--- config.mk ---
export PLATFORM = sky130hd
export DESIGN_NAME = mux21_trio_check
export DESIGN_NICKNAME = d
export VERILOG_FILES = /design/src/rtl/mux21_trio_check.sv
export SDC_FILE = /design/constraint.sdc
export NUM_CORES = 1
export LEC_CHECK = 0
export ABC_AREA = 1
export BUFFER_PORTS_ARGS = -buffer_cell sky130_fd_sc_hd__buf_2
export CAP_MARGIN = 20
export CORE_ASPECT_RATIO = 1.4
export CORE_MARGIN = 2
export CORE_UTILIZATION = 25
export CTS_BUF_LIST = sky130_fd_sc_hd__clkbuf_16
export CTS_CLUSTER_SIZE = 12
export DETAILED_ROUTE_END_ITERATION = 6
export GPL_TIMING_DRIVEN = 0
export PLACE_DENSITY_LB_ADDON = 0.3
export SLEW_MARGIN = 25
export SYNTH_ARGS = -nofsm -noshare
export SYNTH_HDL_FRONTEND = slang
export SYNTH_SLANG_ARGS = --single-unit
--- constraint.sdc ---
create_clock -name CLK -period 2.9 [get_ports CLK]
set_input_delay 0.435 -clock CLK [delete_from_list [all_inputs] [get_ports CLK]]
set_output_delay 0.435 -clock CLK [all_outputs]
set_load 0.1 [all_outputs]
--- src/rtl/mux21_trio_check.sv ---
// mux21_trio_check
//   2:1 multiplexer implemented three ways in parallel (behavioural,
//   structural gate primitives, dataflow) plus a clocked checker that
//   compares the three results every cycle, and flags, latches and counts
//   any disagreement.
//
// Parameters
//   WIDTH     data width of D0, D1 and all Y outputs
//   CNT_W     width of the mismatch counter ERR_CNT
//
// Ports
//   CLK       in   rising-edge clock
//   RST       in   synchronous active-high reset, clears checker state only
//   D0        in   data selected when S=0
//   D1        in   data selected when S=1
//   S         in   select
//   INJ       in   fault injection: inverts bit 0 of Y_ST when 1
//   Y         out  primary output, equals Y_BH
//   Y_BH      out  behavioural mux result
//   Y_ST      out  structural mux result
//   Y_DF      out  dataflow mux result
//   MISMATCH  out  registered: results disagreed at the last edge
//   ERR       out  sticky mismatch flag
//   ERR_CNT   out  saturating count of mismatching cycles
module mux21_trio_check #(
  parameter int unsigned WIDTH = 1,
  parameter int unsigned CNT_W = 8
) (
  input  logic             CLK,
  input  logic             RST,
  input  logic [WIDTH-1:0] D0,
  input  logic [WIDTH-1:0] D1,
  input  logic             S,
  input  logic             INJ,
  output logic [WIDTH-1:0] Y,
  output logic [WIDTH-1:0] Y_BH,
  output logic [WIDTH-1:0] Y_ST,
  output logic [WIDTH-1:0] Y_DF,
  output logic             MISMATCH,
  output logic             ERR,
  output logic [CNT_W-1:0] ERR_CNT
);

  // Behavioural model
  logic [WIDTH-1:0] y_bh;

  always_comb begin
    if (S) y_bh = D1;
    else   y_bh = D0;
  end

  // Dataflow model
  logic [WIDTH-1:0] y_df;
  assign y_df = S ? D1 : D0;

  // Structural model: (D0 & ~S) | (D1 & S) per bit
  logic             s_n;
  logic [WIDTH-1:0] and0;
  logic [WIDTH-1:0] and1;
  logic [WIDTH-1:0] st_raw;
  logic [WIDTH-1:0] inj_mask;
  logic [WIDTH-1:0] y_st;

  not u_inv (s_n, S);

  genvar gi;
  for (gi = 0; gi < WIDTH; gi++) begin : g_st
    and u_and0 (and0[gi], D0[gi], s_n);
    and u_and1 (and1[gi], D1[gi], S);
    or  u_or   (st_raw[gi], and0[gi], and1[gi]);
  end

  // Built procedurally so WIDTH=1 needs no zero-length replication.
  always_comb begin
    inj_mask    = '0;
    inj_mask[0] = INJ;
  end

  assign y_st = st_raw ^ inj_mask;

  assign Y    = y_bh;
  assign Y_BH = y_bh;
  assign Y_ST = y_st;
  assign Y_DF = y_df;

  // Checker. 4-state compare so an X/Z select that splits the models is
  // caught in simulation; synthesis treats it as an ordinary inequality.
  logic             diff;
  logic             mismatch_d, mismatch_q;
  logic             err_d, err_q;
  logic [CNT_W-1:0] cnt_d, cnt_q;

  always_comb begin
    diff       = (y_bh !== y_st) || (y_bh !== y_df);
    mismatch_d = diff;
    err_d      = err_q | diff;
    cnt_d      = cnt_q;
    if (diff && (cnt_q != '1)) begin
      cnt_d = cnt_q + CNT_W'(1);
    end
  end

  always_ff @(posedge CLK) begin
    if (RST) begin
      mismatch_q <= 1'b0;
      err_q      <= 1'b0;
      cnt_q      <= '0;
    end else begin
      mismatch_q <= mismatch_d;
      err_q      <= err_d;
      cnt_q      <= cnt_d;
    end
  end

  assign MISMATCH = mismatch_q;
  assign ERR      = err_q;
  assign ERR_CNT  = cnt_q;

endmodule

# ---- Word-level counts from Yosys, hierarchy flattened
# Index checks and enable logic that the tools add are counted.
dict set report totals {
  out_inout_bits 14
  reg_bits 10
}
dict set report classes {
  muxes 1
  n_bitwise 6
  n_reduce_logical 1
  n_eq_ne 2
  addsub 1
}
# op n
set op_table {}
lappend op_table {{adder 8 x 1 -> 8 bit (second input constant)} 1}
lappend op_table {{inequality test 8 bit (second input constant)} 1}
lappend op_table {{AND 1 bit} 2}
lappend op_table {{OR 1 bit} 2}
lappend op_table {{logical AND 1 bit} 1}
lappend op_table {{2-to-1 mux 1 bit} 1}
lappend op_table {{case inequality test 1 bit} 1}
lappend op_table {{NOT 1 bit} 1}
lappend op_table {{XOR 1 bit} 1}

# ---- Depth between registers and ports, before layout
# Gate-level depths: netlist of run 1.
dict set report depth {
  depth_word 6
  ltp_mapped 8
  mapped_depth_nobuf 8
}

# ---- Worst setup path before layout of run 1
# Ideal clock, no wire load.
dict set report synth_path {
  path_kind {input -> output}
  start {in S}
  end {out Y_ST}
  n_path_buf 0
  path_slack_ns -0.040
  required_time_ns 2.465
  arrival_ns 2.505
  cell_stages 2
  cell_sequence {mux2_2 > xor2_1}
}
dict set report synth_via {
  elab_chain_cells 4
  elab_cells_between_ends 5
  classes_between {5 x bitwise}
}
# item line_no
set synth_lines {}
lappend synth_lines {{start: declaration} 33} ;# input logic S,
lappend synth_lines {{NOT 1 bit} 64} ;# not u_inv (s_n, S);
lappend synth_lines {{AND 1 bit} 68} ;# and u_and0 (and0[gi], D0[gi], s_n);
lappend synth_lines {{OR 1 bit *} 70} ;# or u_or (st_raw[gi], and0[gi], and1[gi]);
lappend synth_lines {{XOR 1 bit *} 79} ;# assign y_st = st_raw ^ inj_mask;
lappend synth_lines {{end: declaration} 37} ;# output logic [WIDTH-1:0] Y_ST,
# Every way passes the cells marked *; elsewhere a longest branch is shown, timed or not.

# ---- Final worst setup path of run 1
# Same ends and word-level chain as after synthesis.

==> run metrics, run 1 <==
status=completed; Critical Path Start Type=input pin; RSZ-0062 raised after global routing=no; drc violations=0; initial antenna violation count=0; Buf/Inv on CP=2; Die X=roughly 43 um; Mapped Cells=78; critical-path maximum fanout=4; Crit-path slowest cell=buf_2; initial core utilization=0.269; R2R Path Start=ERR_CNT[0]; Placer Congestion=approximately 0.77; Die Height=around 59 um; Worst EP required=~2.5 ns; Setup Buffers After CTS=0; Tmin final=roughly 1.9 ns; kind of critical path=input pin to primary output; CTS buffer count=3; CTS Sinks=10; FF-to-FF path depth=8; final slew viol count=0; min-delay src=RST; synthesized cell area=around 530 um^2; vias=between 500 and 600; Final Hold Viols=0; final HPWL from detailed placement=about 920 um; leading post-synthesis cells by cell area=dfxtp_1, nand2_1, nor2_1; leading area contributor after synthesis=dfxtp_1; final WL=about 1.2 mm; reg-to-reg endpoint=ERR_CNT[1]; diode count=0; largest net degree at the start of global routing=8; Slew HR=0.676; Syn-to-layout area delta=37.5%; full die area=roughly 2500 um^2; P per Cell Area=about 670 nW/um^2; Top cell by count, worst path=buf_2; total global-route track usage=0.116; synth warn=0; placeable core area=about 2000 um^2; Avg Inst Size Synth=between 6 and 7 um^2; vias per cell=about 4.5; crit-path max cell delay=around 0.43 ns; sequential fraction of the synthesis area=0.377; vias in the first global route=between 400 and 500; post-synth top area share=0.377; Max Root-Sink Buffers=2; Worst-path clk slew=0.04 ns; cell count after placement=approximately 120; FF+latch count, synth=10; power consumption=490 uW; Min Hold Slack=~0.46 ns; DR WL/cell=between 9 and 10 um; Fmax=535 MHz; setup TNS=0 ns; Setup crit end kind=primary output; Root Driver=clkbuf_16; total grt overflow=0; Hold EP=ERR_CNT[2]; TritonCTS clock tree=yes; share of layout cells above drive strength 1=0.303; skew final=around 0.0033 ns; Non-Filler Instances=120; nets=108; hold-fix buffer count after cts=0; syn_nets=85; Final Cycle Share=0.644; # rows=19; post_cts resized=0; first-pass GRT wire length=a little over 2 mm; critical path's top delay family=buffers and inverters; count of cell types in the netlist=19; R2R setup slack=around 1.6 ns; Slew @ Worst Pin=between 0.4 and 0.5 ns; MaxCap Viol Count=0; final setup fails=0; Leak=about 0.34 nW; Antenna Violating Nets Remaining=0; crit-path cells=buf_2, mux2_2, xor2_2, buf_2; first drt pass iteration count=4; htree depth=1; worst hold-check path type=input pin to flop; # IOs=20; IO buf count=18; VDD IR max=between 0.0002 and 0.0003 V; Critical Path AT=approximately 1.4 ns; commonest non-fill, non-tap cells in the layout=nand2_1, buf_2, nor2_1; DR iter-0 viols=11; hold-critical path depth=2; worst-skew pair later-pin latency=approximately 0.24 ns; most common cell after layout, fill and taps aside=nand2_1
[metrics by stage]
step                       util  worst slack [ns]  area [um^2]
after floorplan               -             0.503          538
after global placement    0.332              1.04          654
after detailed placement  0.332              1.02          654
after CTS                 0.370              1.02          729
after global routing      0.370             0.990          729
final                     0.370              1.03          729
[cells by family after synthesis]
family | synth area share
AND/OR/NAND/NOR | 0.337
buffers and inverters | 0.108
XOR/XNOR | 0.0660
flip-flops | 0.377
multiplexers | 0.0212
adder cells (fa/ha/maj) | 0.0236
AO/OA/AOI/OAI | 0.0660
[sequential cells by signal, summed over array words and instances, names as in the netlist]
register	count
MISMATCH	1
ERR_CNT	8
ERR	1
[power breakdown]
part / switching, mW / leakage [nW] / total [mW] / internal, mW
logic: 0.0876 / 0.223 / 0.106 / 0.0182
registers: 0.00397 / 0.0817 / 0.147 / 0.143
clock network: 0.0594 / 0.0370 / 0.238 / 0.178
total: 0.151 / 0.342 / 0.490 / 0.339
[worst max path at each step]
| stage | from | end | slack [ns] | cells after the start |
|---|---|---|---|---|
| global placement | S | Y_ST | 1.04 | 4 |
| global route | S | Y_ST | 0.99 | 4 |
| detailed placement | S | Y_ST | 1.02 | 4 |
| finish | S | Y_ST | 1.03 | 4 |
| floorplan | S | Y_ST | 0.50 | 2 |
| CTS | S | Y_ST | 1.02 | 4 |
[Yosys cell counts]
cell,count
inv_2,1
o21ai_0,3
nand2_1,20
inv_1,9
ha_1,1
nand2_4,1
nor3_1,1
xnor2_1,1
nand4_1,1
mux2_2,1
xor2_1,3
dfxtp_1,10
a21oi_1,4
nor2_2,1
nor2_1,13
nand3_1,4
buf_4,2
buf_2,1
nand2_2,1
[per-layer routing]
layer	routed length, um	up-vias	global-route usage
li1	-	280	-
met1	457	230	0.115
met2	580	24	0.188
met3	89	5	0.0215
met4	62	0	0.130
met5	0	-	0
[area by class of cell]
cell class | count | area, um^2
plain buffers | 3 | 20.0
clock buffers | 3 | 75.1
fillers | 226 | 1240
inverters | 10 | 37.5
multi-input cells | 55 | 280
flip-flops and latches | 10 | 200
well taps | 21 | 26.3
repair buffers | 18 | 90.1
Note: power is estimated with default switching activity, not from simulation.
==> run 2: changes to the inputs <==
==> constraint.sdc (replaced) <==
create_clock -name CLK -period 1.7 [get_ports CLK]
set_input_delay 0.255 -clock CLK [delete_from_list [all_inputs] [get_ports CLK]]
set_output_delay 0.255 -clock CLK [all_outputs]
set_load 0.1 [all_outputs]
==> run metrics, run 2 (synthesis gave the netlist of run 1 again) <==
total global-route track usage=0.111 (was 0.116); fill cell count=216 (was 226); final WL=1.22 mm (was 1.19 mm); Slew @ Worst Pin=0.489 ns (about the same); htree depth=1 (unchanged); placeable core area=1970 um^2 (unchanged); setup TNS=0 ns (unchanged); final setup fails=0 (unchanged); crit-path cells=buf_2, mux2_4, xor2_4, buf_2 (was buf_2, mux2_2, xor2_2, buf_2); Setup Buffers After CTS=0 (unchanged); first drt pass iteration count=4 (unchanged); Psw=272 uW (was 151 uW); Tmin final=between 1.5 and 2 ns; Top cell by count, worst path=buf_2 (unchanged); Crit-path slowest cell=buf_2 (unchanged); Place WS=0.132 ns (was 1.02 ns); kind of critical path=input pin to primary output (unchanged); setup ws final=0.149 ns (was 1.03 ns); sw frac=0.317 (was 0.308); vias in the first global route=525 (was 494); drc violations=0 (unchanged); most common cell after layout, fill and taps aside=nand2_1 (unchanged); share of layout cells above drive strength 1=0.380 (was 0.303); cell count after placement=117 (unchanged); Flop pwr share=0.292 (was 0.299); Clk pwr share=0.491 (was 0.485); DR WL/cell=10.1 um (was 9.92 um); diode count=0 (unchanged); DR iter-0 viols=12 (was 11); multi-input logic area=295 um^2 (was 280 um^2); nets=108 (unchanged); sequential cell area=210 um^2 (was 200 um^2); CTS buffer count=3 (unchanged); Critical Path Start Type=input pin (unchanged); Root Driver=clkbuf_16 (unchanged); Die Height=58.5 um (unchanged); RSZ-0062 raised after global routing=no (unchanged); Int Pwr=587 uW (was 339 uW); critical-path maximum fanout=4 (unchanged); Die X=42.9 um (unchanged); initial core utilization=0.269 (unchanged); TritonCTS clock tree=yes (unchanged); post_cts resized=0 (unchanged); crit-path max cell delay=0.44 ns (was 0.43 ns); worst-skew pair later-pin latency=0.24 ns (about the same); Critical Path AT=1.30 ns (was 1.43 ns); combinational power share=0.217 (was 0.216); critical path's top delay family=buffers and inverters (unchanged); Min Hold Slack=0.265 ns (was 0.459 ns); total grt overflow=0 (unchanged); worst hold-check path type=input pin to flop (unchanged); hold-fix buffer count after cts=0 (unchanged); Buf/Inv on CP=2 (unchanged); power consumption=859 uW (was 490 uW); Setup crit end kind=primary output (unchanged); Slew HR=0.676 (about the same); Worst-path clk slew=0.04 ns (about the same); skew final=0.00136 ns (was 0.00330 ns); final HPWL from detailed placement=960 um (was 915 um); Max Root-Sink Buffers=2 (unchanged); initial antenna violation count=0 (unchanged); R2R setup slack=0.40 ns (was 1.56 ns); # rows=19 (unchanged); final slew viol count=0 (unchanged); MaxCap Viol Count=0 (unchanged); Largest register FFs=8 (unchanged); Final Cycle Share=0.912; Placer Congestion=0.810 (was 0.770); full die area=2510 um^2 (unchanged); Worst EP required=1.44 ns (was 2.47 ns); status=completed (unchanged); VDD IR max=0.000949 V (was 0.000292 V); first-pass GRT wire length=2.10 mm (was 2.08 mm); # IOs=20 (unchanged); P per Cell Area=1130 nW/um^2 (was 672 nW/um^2); Antenna Violating Nets Remaining=0 (unchanged); commonest non-fill, non-tap cells in the layout=nand2_1, buf_2, nor2_1 (unchanged); Non-Filler Instances=121 (was 120); Fmax=645 MHz; vias=532 (was 539); CTS Sinks=10 (unchanged); vias per cell=4.40 (was 4.49); Leak=0.353 nW (was 0.342 nW); largest net degree at the start of global routing=8 (unchanged); Syn-to-layout area delta=42.9% (was 37.5%); Final Hold Viols=0 (unchanged); IO buf count=18 (unchanged)
-- run 2: cell count changes in the layout (fill, tap and decap cells not counted), sizes merged --
| cell | delta |
|---|---|
| clkinv | +1 |
-- run 2: layout make-up --
type                            count  area share
Timing Repair Buffer               18       0.119
Multi-Input combinational cell     55       0.389
Clock inverter                      1     0.00495
Clock buffer                        3      0.0990
Inverter                           10      0.0495
Tap cell                           21      0.0347
Sequential cell                    10       0.277
Buffer                              3      0.0264
-- run 2: metrics by stage --
stage | instance area [um^2] | util
final | 758 | 0.384
after global routing | 758 | 0.384
after CTS | 758 | 0.384
after detailed placement | 679 | 0.344
after global placement | 679 | 0.344
after floorplan | 563 | -
-- run 2: final timing paths --
| path | start | to | cells past startpoint |
|---|---|---|---|
| setup / recovery | S | Y_ST | 4 |
| hold / removal | RST | ERR_CNT[3] | 2 |
| setup reg to reg | ERR_CNT[0] | ERR_CNT[1] | 8 |
| hold reg to reg | ERR | ERR | 2 |
-- run 2: layer usage --
layer / vias to the layer above / routed length, um / track usage / part of all wire
met5: - / 0 / 0 / 0
met4: 0 / 42 / 0.0649 / 0.034
met3: 4 / 52 / 0.0429 / 0.043
met2: 10 / 620 / 0.186 / 0.51
met1: 235 / 505 / 0.118 / 0.41
li1: 283 / - / - / -
-- run 2: power groups by stage --
stage,sequential (mW),combinational [mW],clock (mW)
floorplan,0.310,0.105,0
global placement,0.254,0.186,0
detailed placement,0.255,0.189,0
CTS,0.251,0.189,0.428
global route,0.252,0.196,0.438
finish,0.251,0.187,0.422
==> run 3: changes to the inputs <==
--- a/config.mk
+++ b/config.mk
@@ -5,7 +5,6 @@
 export SDC_FILE = /design/constraint.sdc
 export NUM_CORES = 1
 export LEC_CHECK = 0
-export ABC_AREA = 1
 export BUFFER_PORTS_ARGS = -buffer_cell sky130_fd_sc_hd__buf_2
 export CAP_MARGIN = 20
 export CORE_ASPECT_RATIO = 1.4
==> run metrics, run 3 <==
critical-path maximum fanout=6 (was 4); status=completed (unchanged); Critical Path AT=1.73 ns (was 1.30 ns); vias in the first global route=438 (was 525); Largest register FFs=8 (unchanged); Util after Layout=0.393 (was 0.384); Tmin final=1.61 ns (was 1.55 ns); commonest non-fill, non-tap cells in the layout=buf_2, dfxtp_2, a211oi_1, nor3_1, nor2_1 (was nand2_1, buf_2, nor2_1); Placer Congestion=0.768 (was 0.810); placeable core area=2000 um^2 (was 1970 um^2); syn_nets=61 (was 85); P per Cell Area=1100 nW/um^2 (was 1130 nW/um^2); fill cell count=211 (was 216); FF+latch count, synth=10 (unchanged); Fmax=621 MHz (was 645 MHz); first-pass GRT wire length=1.95 mm (was 2.10 mm); power consumption=862 uW (was 859 uW); vias per cell=4.97 (was 4.40); Min Hold Slack=0.341 ns (was 0.265 ns); crit-path cells=ha_4, and3_1, buf_6, a2111oi_4, mux2_1 (was buf_2, mux2_4, xor2_4, buf_2); final setup fails=0 (unchanged); worst hold-check path type=input pin to flop (unchanged); reg-to-reg endpoint=ERR_CNT[5] (was ERR_CNT[1]); Max Root-Sink Buffers=2 (unchanged); multi-input logic area=329 um^2 (was 295 um^2); DR WL/cell=12.1 um (was 10.1 um); final slew viol count=0 (unchanged); Leak=0.327 nW (was 0.353 nW); top-count cell post-synth=dfxtp_1 (was nand2_1); Final Cycle Share=0.947 (was 0.912); diode count=0 (unchanged); FF-to-FF path depth=5 (was 8); final HPWL from detailed placement=853 um (was 960 um); synthesized cell area=539 um^2 (was 531 um^2); Syn-to-layout area delta=45.5% (was 42.9%); Crit-path slowest cell=dfxtp_4 (was buf_2); critical path's top delay family=flip-flops (was buffers and inverters); final WL=1.18 mm (was 1.22 mm); post_cts resized=0 (unchanged); total grt overflow=0 (unchanged); total global-route track usage=0.108 (was 0.111); htree depth=1 (unchanged); CP Capture Point=ERR_CNT[5] (was Y_ST); Setup crit start=ERR_CNT[0] (was S); largest net degree at the start of global routing=11 (was 8); full die area=2550 um^2 (was 2510 um^2); kind of critical path=flop to flop (was input pin to primary output); setup TNS=0 ns (unchanged); hold-fix buffer count after cts=0 (unchanged); leading area contributor after synthesis=dfxtp_1 (unchanged); Worst-path clk slew=0.04 ns (about the same); initial antenna violation count=0 (unchanged); Avg Inst Size Synth=9.99 um^2 (was 6.80 um^2); Slew @ Worst Pin=0.488 ns (was 0.489 ns); Die X=43.3 um (was 42.9 um); Post-synth top cells=dfxtp_1, a211oi_1, nor2_1, nor3_1 (was nand2_1, nor2_1, dfxtp_1); CTS buffer count=3 (unchanged); VDD IR max=0.000749 V (was 0.000949 V); RSZ-0062 raised after global routing=no (unchanged); Setup Buffers After CTS=0 (unchanged); Root Driver=clkbuf_16 (unchanged); MaxCap Viol Count=0 (unchanged); CP Depth=5 (was 4); sequential cell area=215 um^2 (was 210 um^2); # IOs=20 (unchanged); Antenna Violating Nets Remaining=0 (unchanged); Slew HR=0.677 (was 0.676); Mapped Cells=54 (was 78); vias=482 (was 532); crit-path max cell delay=0.36 ns (was 0.44 ns); Async S/R FF share, synth=0 (unchanged); DR iter-0 viols=9 (was 12); IO buf count=18 (unchanged); # rows=19 (unchanged); TritonCTS clock tree=yes (unchanged); most common cell after layout, fill and taps aside=buf_2 (was nand2_1); Final Hold Viols=0 (unchanged); post-synth top area share=0.371 (was 0.377); leading post-synthesis cells by cell area=dfxtp_1, a211oi_1, a2111oi_4 (was dfxtp_1, nand2_1, nor2_1); CTS Sinks=10 (unchanged); R2R Path Start=ERR_CNT[0] (unchanged); R2R setup slack=0.09 ns (was 0.40 ns); count of cell types in the netlist=27 (was 19); drc violations=0 (unchanged); sequential fraction of the synthesis area=0.371 (was 0.377); Post-synth EDFFs=0 (unchanged); Worst EP required=1.82 ns (was 1.44 ns); cell count after placement=93 (was 117); initial core utilization=0.270 (was 0.269); worst-skew pair later-pin latency=0.24 ns (about the same); Buf/Inv on CP=1 (was 2); Non-Filler Instances=97 (was 121); Post-synth top flop=dfxtp_1 (unchanged); min-delay src=RST (unchanged); nets=84 (was 108); Critical Path Start Type=flop (was input pin); skew final=0.00137 ns (was 0.00136 ns); first drt pass iteration count=4 (unchanged); Die Height=59.0 um (was 58.5 um); synth warn=0 (unchanged); share of layout cells above drive strength 1=0.539 (was 0.380); Setup crit end kind=flop (was primary output)
-- run 3: layout make-up --
cell class              count  share of cell area
multi-input cells          37               0.419
flip-flops and latches     10               0.274
repair buffers             18               0.115
clock buffers               3              0.0957
plain buffers               5              0.0478
well taps                  21              0.0335
inverters                   2             0.00957
clock inverters             1             0.00478
-- run 3: stage by stage --
stage	area, um^2	worst slack, ns
after global routing	785	0.0479
after CTS	785	0.0955
after detailed placement	706	0.101
after global placement	706	0.113
final	785	0.0906
after floorplan	589	0.0120
-- run 3: cell families (layout without fill, tap and decap cells) --
logic type / Yosys count / after routing / synth area share
AO/OA/AOI/OAI: 10 / 10 / 0.174
XOR/XNOR: 1 / 1 / 0.0162
adder cells (fa/ha/maj): 1 / 1 / 0.0232
buffers and inverters: 7 / 29 / 0.0835
flip-flops: 10 / 10 / 0.371
multiplexers: 4 / 4 / 0.0812
AND/OR/NAND/NOR: 21 / 21 / 0.251
-- run 3: worst min-delay path by stage --
| stage | cells after the start | slack [ns] | endpoint |
|---|---|---|---|
| floorplan | 2 | 0.43 | ERR_CNT[1] |
| global placement | 1 | 0.45 | ERR_CNT[6] |
| detailed placement | 1 | 0.46 | ERR_CNT[6] |
| CTS | 3 | 0.34 | ERR_CNT[1] |
| global route | 3 | 0.37 | ERR_CNT[1] |
| finish | 3 | 0.34 | ERR_CNT[1] |
-- run 3: worst min-delay path: cells and delay by family --
family | cells | cell delay, ns
buffers and inverters | 1 | 0.11
multiplexers | 1 | 0.07
AND/OR/NAND/NOR | 1 | 0.10
-- run 3: per-layer routing --
layer  up-vias  GRT usage  routed length [um]
met2        22      0.166                 530
met4         0      0.117                  61
met1       216      0.114                 509
met3         4     0.0215                  74
met5         -          0                   0
li1        240          -                   -
-- run 3: power breakdown --
part | switching, mW | internal [mW] | leakage, nW
registers | 0.0107 | 0.244 | 0.0860
clock network | 0.112 | 0.308 | 0.0385
logic | 0.149 | 0.0390 | 0.203
total | 0.271 | 0.591 | 0.327
